`config.mk`:
```
export PLATFORM = sky130hd
export DESIGN_NAME = dsp_seq_core_flat
export DESIGN_NICKNAME = d
export VERILOG_FILES = /design/src/rtl/dsp_pkg.sv /design/src/rtl/dsp_seq_core_if.sv /design/src/rtl/vedic_mul_seq.sv /design/src/rtl/dsp_seq_core.sv /design/src/flat_wrapper.sv
export SDC_FILE = /design/constraint.sdc
export NUM_CORES = 2
export LEC_CHECK = 0
export CAP_MARGIN = 5
export CORE_MARGIN = 1
export CORE_UTILIZATION = 55
export CTS_BUF_LIST = sky130_fd_sc_hd__clkbuf_16
export DETAILED_ROUTE_END_ITERATION = 10
export PLACE_DENSITY_LB_ADDON = 0.3
export SYNTH_ARGS = -nofsm -noshare
export SYNTH_HDL_FRONTEND = slang
export SYNTH_SLANG_ARGS = --single-unit --ignore-timing --ignore-initial --compat-mode --unroll-limit 50000
```
`constraint.sdc`:
```
create_clock -name clk -period 30.5 [get_ports clk]
set_input_delay 3.05 -clock clk [delete_from_list [all_inputs] [get_ports clk]]
set_output_delay 3.05 -clock clk [all_outputs]
set_load 0.03 [all_outputs]
```
`src/rtl/dsp_pkg.sv`:
```
// dsp_pkg: shared opcodes, FSM states, instruction field positions and the 8x8 vedic multiplier kernel
package dsp_pkg;
  typedef enum logic [1:0] {S_IDLE, S_FETCH, S_EXEC, S_MULW} state_t;
  localparam logic [5:0] OP_NOP  = 6'h00;
  localparam logic [5:0] OP_LI   = 6'h01;
  localparam logic [5:0] OP_ADD  = 6'h02;
  localparam logic [5:0] OP_SUB  = 6'h03;
  localparam logic [5:0] OP_MUL  = 6'h04;
  localparam logic [5:0] OP_MAC  = 6'h05;
  localparam logic [5:0] OP_OUT  = 6'h06;
  localparam logic [5:0] OP_HALT = 6'h3F;
  localparam int OP_LSB = 26;
  localparam int RS_LSB = 21;
  localparam int RT_LSB = 16;
  localparam int RD_LSB = 11;
  localparam int IMM_W  = 16;
  // Urdhva-Tiryagbhyam: column k collects every crosswise bit product x[i]&y[j] with i+j==k
  function automatic logic [15:0] urdhva8(input logic [7:0] x, input logic [7:0] y);
    logic [15:0] r;
    logic [3:0] c;
    r = '0;
    for (int k = 0; k < 15; k++) begin
      c = '0;
      for (int i = 0; i < 8; i++)
        for (int j = 0; j < 8; j++)
          if (i + j == k) c = c + 4'(x[i] & y[j]);
      r = r + (16'(c) << k);
    end
    return r;
  endfunction
endpackage

```
`src/rtl/dsp_seq_core_if.sv`:
```
// dsp_seq_core_if: program-load, control and output-channel bundle of dsp_seq_core
// master drives imem_we/imem_addr/imem_wdata/start; slave drives busy/done/err/out_data/out_valid
interface dsp_seq_core_if #(
  parameter int DATA_W     = 32,
  parameter int NOUT       = 3,
  parameter int IMEM_DEPTH = 64
) ();
  localparam int AW = $clog2(IMEM_DEPTH);
  logic                   imem_we;
  logic [AW-1:0]          imem_addr;
  logic [31:0]            imem_wdata;
  logic                   start;
  logic                   busy;
  logic                   done;
  logic                   err;
  logic [NOUT*DATA_W-1:0] out_data;
  logic [NOUT-1:0]        out_valid;
  modport master (output imem_we, imem_addr, imem_wdata, start, input busy, done, err, out_data, out_valid);
  modport slave  (input imem_we, imem_addr, imem_wdata, start, output busy, done, err, out_data, out_valid);
endinterface

```
`src/rtl/vedic_mul_seq.sv`:
```
// vedic_mul_seq: sequential DATA_W x DATA_W multiplier, one byte of b per cycle, low DATA_W bits of product
// go loads a/b; p is valid while mul_done is high, DATA_W/8 cycles after go; rst aborts
module vedic_mul_seq
  import dsp_pkg::*;
#(
  parameter int DATA_W = 32
) (
  input  logic              clk,
  input  logic              rst,
  input  logic              go,
  input  logic [DATA_W-1:0] a,
  input  logic [DATA_W-1:0] b,
  output logic [DATA_W-1:0] p,
  output logic              mul_done
);
  localparam int N = DATA_W / 8;
  logic [DATA_W-1:0] a_q, b_q, acc, row;
  logic [2:0] cnt;
  logic active;
  // a_q is pre-shifted by the byte position of b_q[7:0], so each row is already aligned
  always_comb begin
    row = '0;
    for (int i = 0; i < N; i++)
      row = row + (DATA_W'(urdhva8(a_q[8*i +: 8], b_q[7:0])) << (8*i));
  end
  assign p = acc + row;
  assign mul_done = active && cnt == 3'(N-1);
  always_ff @(posedge clk or posedge rst) begin
    if (rst) begin
      a_q <= '0;
      b_q <= '0;
      acc <= '0;
      cnt <= '0;
      active <= 1'b0;
    end else if (go) begin
      a_q <= a;
      b_q <= b;
      acc <= '0;
      cnt <= '0;
      active <= 1'b1;
    end else if (active) begin
      acc <= p;
      a_q <= a_q << 8;
      b_q <= b_q >> 8;
      cnt <= cnt + 3'd1;
      active <= !mul_done;
    end
  end
endmodule

```
`src/rtl/dsp_seq_core.sv`:
```
// dsp_seq_core: tiny sequenced DSP core (LI/ADD/SUB/MUL/MAC/OUT/HALT) with NOUT output channels
// clk/rst: clock and async active-high reset; bus: program load, start/busy/done/err, output channels
module dsp_seq_core
  import dsp_pkg::*;
#(
  parameter int DATA_W     = 32,
  parameter int NREGS      = 16,
  parameter int IMEM_DEPTH = 64,
  parameter int NOUT       = 3
) (
  input  logic          clk,
  input  logic          rst,
  dsp_seq_core_if.slave bus
);
  localparam int AW = $clog2(IMEM_DEPTH);
  localparam int RW = $clog2(NREGS);
  state_t state_q, state_d;
  logic [AW-1:0] pc_q, pc_d;
  logic [31:0] imem [IMEM_DEPTH];
  logic [31:0] ir;
  logic [DATA_W-1:0] rf [NREGS];
  logic [5:0] op;
  logic [RW-1:0] rs_i, rt_i, rd_i, wr_idx;
  logic [DATA_W-1:0] rs_v, rt_v, rd_v, li_v, alu_v, wr_val, mul_p;
  logic [15:0] ch;
  logic legal, last, step, wr_en, go, mul_done, done_d, err_set, err_clr, out_en;
  logic done_q, err_q;
  logic [NOUT*DATA_W-1:0] out_q;
  logic [NOUT-1:0] ov_q;
  always_ff @(posedge clk) begin
    if (bus.imem_we && state_q == S_IDLE) imem[bus.imem_addr] <= bus.imem_wdata;
    ir <= imem[pc_q];
  end
  assign op    = ir[OP_LSB +: 6];
  assign rs_i  = RW'(32'(ir[RS_LSB +: 5]) % NREGS);
  assign rt_i  = RW'(32'(ir[RT_LSB +: 5]) % NREGS);
  assign rd_i  = RW'(32'(ir[RD_LSB +: 5]) % NREGS);
  assign rs_v  = rf[rs_i];
  assign rt_v  = rf[rt_i];
  assign rd_v  = rf[rd_i];
  assign li_v  = DATA_W'({{16{ir[IMM_W-1]}}, ir[IMM_W-1:0]});
  assign alu_v = op == OP_SUB ? rs_v - rt_v : rs_v + rt_v;
  assign ch    = ir[IMM_W-1:0] % 16'(NOUT);
  assign legal = op <= OP_OUT || op == OP_HALT;
  assign last  = pc_q == AW'(IMEM_DEPTH-1);
  vedic_mul_seq #(.DATA_W(DATA_W)) u_mul (
    .clk(clk), .rst(rst), .go(go), .a(rs_v), .b(rt_v), .p(mul_p), .mul_done(mul_done)
  );
  always_comb begin
    state_d = state_q;
    pc_d = pc_q;
    step = 1'b0;
    wr_en = 1'b0;
    wr_idx = rd_i;
    wr_val = alu_v;
    out_en = 1'b0;
    go = 1'b0;
    done_d = 1'b0;
    err_set = 1'b0;
    err_clr = 1'b0;
    case (state_q)
      S_IDLE: if (bus.start && !bus.imem_we) begin
        state_d = S_FETCH;
        pc_d = '0;
        err_clr = 1'b1;
      end
      S_FETCH: state_d = S_EXEC;
      S_EXEC: if (!legal || op == OP_HALT) begin
        state_d = S_IDLE;
        done_d = 1'b1;
        err_set = !legal;
      end else if (op == OP_MUL || op == OP_MAC) begin
        go = 1'b1;
        state_d = S_MULW;
      end else begin
        wr_en = op == OP_LI || op == OP_ADD || op == OP_SUB;
        wr_idx = op == OP_LI ? rt_i : rd_i;
        wr_val = op == OP_LI ? li_v : alu_v;
        out_en = op == OP_OUT;
        step = 1'b1;
      end
      S_MULW: if (mul_done) begin
        wr_en = 1'b1;
        wr_val = op == OP_MAC ? rd_v + mul_p : mul_p;
        step = 1'b1;
      end
      default: state_d = S_IDLE;
    endcase
    // the last imem word completes normally, then ends the program as an overrun instead of wrapping
    if (step) begin
      state_d = last ? S_IDLE : S_FETCH;
      pc_d = last ? pc_q : pc_q + 1'b1;
      done_d = last;
      err_set = last;
    end
  end
  always_ff @(posedge clk or posedge rst) begin
    if (rst) begin
      state_q <= S_IDLE;
      pc_q <= '0;
      done_q <= 1'b0;
      err_q <= 1'b0;
      out_q <= '0;
      ov_q <= '0;
      for (int i = 0; i < NREGS; i++) rf[i] <= '0;
    end else begin
      state_q <= state_d;
      pc_q <= pc_d;
      done_q <= done_d;
      err_q <= err_clr ? 1'b0 : err_q | err_set;
      ov_q <= out_en ? NOUT'(1) << ch : '0;
      if (out_en) out_q[ch*DATA_W +: DATA_W] <= rs_v;
      if (wr_en && wr_idx != '0) rf[wr_idx] <= wr_val;
    end
  end
  assign bus.busy = state_q != S_IDLE;
  assign bus.done = done_q;
  assign bus.err = err_q;
  assign bus.out_data = out_q;
  assign bus.out_valid = ov_q;
endmodule

```
`src/flat_wrapper.sv`:
```
// flat-port wrapper written by rule: the top's interface ports become plain ports
module dsp_seq_core_flat import dsp_pkg::*;
#(
  parameter int DATA_W     = 32,
  parameter int NREGS      = 16,
  parameter int IMEM_DEPTH = 64,
  parameter int NOUT       = 3
)
  (clk, rst, bus_imem_we, bus_imem_addr, bus_imem_wdata, bus_start, bus_busy, bus_done, bus_err, bus_out_data, bus_out_valid);
  dsp_seq_core_if #(.DATA_W(DATA_W), .NOUT(NOUT), .IMEM_DEPTH(IMEM_DEPTH)) bus_i ();
  input  logic clk;
  input  logic rst;
  input wire logic [$bits(bus_i.imem_we)-1:0] bus_imem_we;
  input wire logic [$bits(bus_i.imem_addr)-1:0] bus_imem_addr;
  input wire logic [$bits(bus_i.imem_wdata)-1:0] bus_imem_wdata;
  input wire logic [$bits(bus_i.start)-1:0] bus_start;
  output wire logic [$bits(bus_i.busy)-1:0] bus_busy;
  output wire logic [$bits(bus_i.done)-1:0] bus_done;
  output wire logic [$bits(bus_i.err)-1:0] bus_err;
  output wire logic [$bits(bus_i.out_data)-1:0] bus_out_data;
  output wire logic [$bits(bus_i.out_valid)-1:0] bus_out_valid;
  assign bus_i.imem_we = bus_imem_we;
  assign bus_i.imem_addr = bus_imem_addr;
  assign bus_i.imem_wdata = bus_imem_wdata;
  assign bus_i.start = bus_start;
  assign bus_busy = bus_i.busy;
  assign bus_done = bus_i.done;
  assign bus_err = bus_i.err;
  assign bus_out_data = bus_i.out_data;
  assign bus_out_valid = bus_i.out_valid;
  dsp_seq_core #(.DATA_W(DATA_W), .NREGS(NREGS), .IMEM_DEPTH(IMEM_DEPTH), .NOUT(NOUT)) u_core (.clk(clk), .rst(rst), .bus(bus_i));
endmodule
```
==> run metrics <==
proportion of synthesized flip-flops having asynchronous set or reset 0.2699; maximum fanout along the worst path 24; leading register cell type out of synthesis sky130_fd_sc_hd__edfxtp_1; via density per instance 6.586; simple-gate share of the synthesized area 0.04755; Yosys top cell area share 0.4567; WL final 348.7 mm; Tcrit/Tclk final 0.4043; total global-route track usage 0.3047; Yosys top cell by area sky130_fd_sc_hd__edfxtp_1; Die W 481.1 um; worst skew pair latency 960 ps; required time of the critical path 31260 ps; die area 231500 um2; placeable core region 227700 um2; Ys Warns 0; initial DRC count 8502; hold buffers post-CTS 0; Post-Synth XOR/XNOR Area 0.01200; I/O pin count 144; number of enable-type register cells in the synthesized netlist 1920; minimum period implied by the final worst setup slack 12330 ps; Resized cells post-CTS 0; post-synthesis cell area 126200 um2; clock tree root driver cell sky130_fd_sc_hd__clkbuf_16; worst voltage drop across the vdd grid 0.1571 mV; power per cell area 82.97 nW/um2; MaxCap Viol Count 0; global-route wire length before repair 510.2 mm; result of the run complete, no violations; Worst Setup End Kind flop; most used cell along the critical path sky130_fd_sc_hd__fa_1; Cell variety after synth 90; CTS tree done; H-tree lvl count 5; most common cell after layout, fill and taps aside sky130_fd_sc_hd__edfxtp_1; antenna viol nets, final 0; weighted congestion reported at the end of routability-driven placement 0.9512; TritonCTS buffer count 291; Final setup violation count 0; clock edge transition at the registers on the reported setup and hold paths 60 ps; mean instance size in the synthesized netlist 15.66 um2; Bufs on Longest Clock Path 4; final slew viol count 0; most frequent cells in the layout sky130_fd_sc_hd__edfxtp_1, sky130_fd_sc_hd__mux4_2, sky130_fd_sc_hd__dfrtp_1; Placement Rows 175; unrepaired setup endpoints after global routing no; Layout Nets 8567; relative slew slack 0.1671; nature of the critical path startpoint flop; per-cell routed wire length 30.71 um; maximum cell stage delay along the critical path 580 ps; TritonRoute pass-1 iters 9; Setup Crit Path Kind reg -> reg; number of clock sinks 2671; class of the tightest hold or removal check reg -> reg; register area share after synthesis 0.6043; number of cells produced by synthesis 8062; fraction of final layout cells with drive strength greater than 1 0.2171; pin count of the biggest net entering global routing 193; leakage 51.04 nW; number of cells on the worst reg-to-reg path 46; via count of the first global-routing pass 76633; adder-cell area share of the yosys netlist 0.04775; CP Data Arrival Time 13090 ps; largest cells by area after synthesis sky130_fd_sc_hd__edfxtp_1, sky130_fd_sc_hd__mux4_2, sky130_fd_sc_hd__dfrtp_1, sky130_fd_sc_hd__a21oi_1, sky130_fd_sc_hd__fa_1; antenna violations before repair 17; GRT Residual Overflow 0; Seq cells post-synth 2671; proportion of synthesized area in mux cells 0.2084; Worst Max-Slew Pin Slew 1249 ps; Max Clock Skew 73.12 ps; max frequency 81.09 MHz; effective utilization at floorplan 0.5544; detailed placer's ending HPWL 199.2 mm; die height 481.1 um; number of DRC violations after detailed routing 0; cell with the largest stage delay on the worst path sky130_fd_sc_hd__or4_1; Fin Hold WS 414.4 ps; share of the synthesized area in compound gates (AO/OA/AOI/OAI) 0.05253; via count 74785; area delta synth->final 11.10%; total negative slack for setup checks 0 ps; combinational family with the most area after synthesis multiplexers; buffer count from post-CTS setup fixing 0; number of nets in the synthesized netlist 8494; instance count along the most critical hold path 0; final hold violation count 0; PortBufs 141
-- Yosys cell counts (all sizes together), types with 23 or more instances --
cell type and count:
a21o 35, a21oi 666, and2 101, buf 124, clkbuf 431, dfrtp 721, dfxtp 30, edfxtp 1920
fa 153, ha 237, inv 344, mux2 175, mux2i 211, mux4 987, nand2 356, nand2b 29
nand3 38, nor2 736, nor3 26, o21ai 232, o21bai 23, o221ai 30, o22ai 33, xnor2 119
xor2 54
-- sequential cells by signal (all words and copies together) (netlist names) --
| signal | cells |
|---|---|
| u_core.pc_q | 6 |
| u_core.u_mul.a_q | 32 |
| u_core.bus.err | 1 |
| u_core.u_mul.cnt | 3 |
| u_core.bus.out_data | 96 |
| u_core.bus.out_valid | 3 |
| u_core.bus.done | 1 |
| u_core.state_q | 2 |
| u_core.rf | 512 |
| u_core.imem | 1920 |
| u_core.u_mul.acc | 32 |
| u_core.u_mul.b_q | 32 |
| u_core.ir | 30 |
| u_core.u_mul.active | 1 |
-- worst paths after layout --
path | startpoint | to | slack (ps)
worst max-delay path | u_core.u_mul.b_q[5] | u_core.rf[351] | 18170
worst min-delay path | u_core.rf[495] | u_core.rf[495] | 410
worst max register to register | u_core.u_mul.b_q[5] | u_core.rf[351] | 18170
worst min register to register | u_core.rf[495] | u_core.rf[495] | 410
max in group asynchronous | rst | u_core.rf[238] | 24310
min in group asynchronous | rst | u_core.bus.done | 2670
-- cell families after synthesis --
logic type / Yosys count
buffers and inverters: 899
flip-flops: 2671
AO/OA/AOI/OAI: 1162
adder cells (fa/ha/maj): 390
AND/OR/NAND/NOR: 1394
multiplexers: 1373
XOR/XNOR: 173
-- report_power, final --
part | internal, mW | switching (mW) | total [mW] | leakage, nW
clock | 1.94 | 1.42 | 3.36 | 4.60
sequential | 4.03 | 0.235 | 4.27 | 27.5
combinational | 1.52 | 2.48 | 4.01 | 18.9
total | 7.50 | 4.14 | 11.6 | 51.0
-- stage by stage --
stage                       util  std cells  cell area, um2  power, mW  worst slack [ps]
after floorplan                -       8062          126200      6.978              7224
after global placement    0.5765      10850          131300      8.197             18560
after detailed placement  0.5765      10850          131300      8.268             18370
after CTS                 0.6159      11351          140200      11.63             18340
after global routing      0.6160      11356          140300      12.11             17400
final                     0.6160      11356          140300      11.64             18170
-- critical path: cells and delay by family (launching register included) --
family	cells	cell delay, ps
AND/OR/NAND/NOR	8	2450
adder cells (fa/ha/maj)	10	4340
AO/OA/AOI/OAI	16	3050
XOR/XNOR	4	640
flip-flops	1	540
multiplexers	1	290
buffers and inverters	7	850
-- layer usage --
layer / track usage / routed length [um] / vias up
met4: 0.1711 / 22020 / 14
li1: - / - / 31020
met2: 0.5018 / 171800 / 4356
met3: 0.05456 / 30360 / 1048
met5: 0 / 92 / -
met1: 0.3836 / 124400 / 38347
-- final cells by class --
class,count,area [um2]
Timing Repair Buffer,335,2743
Multi-Input combinational cell,4492,47130
Antenna cell,4,10.01
Sequential cell,2671,76360
Fill cell,15922,87460
Tap cell,3009,3765
Inverter,344,1299
Clock inverter,203,1499
Clock buffer,298,7457
(Power assumes the default switching activity.)
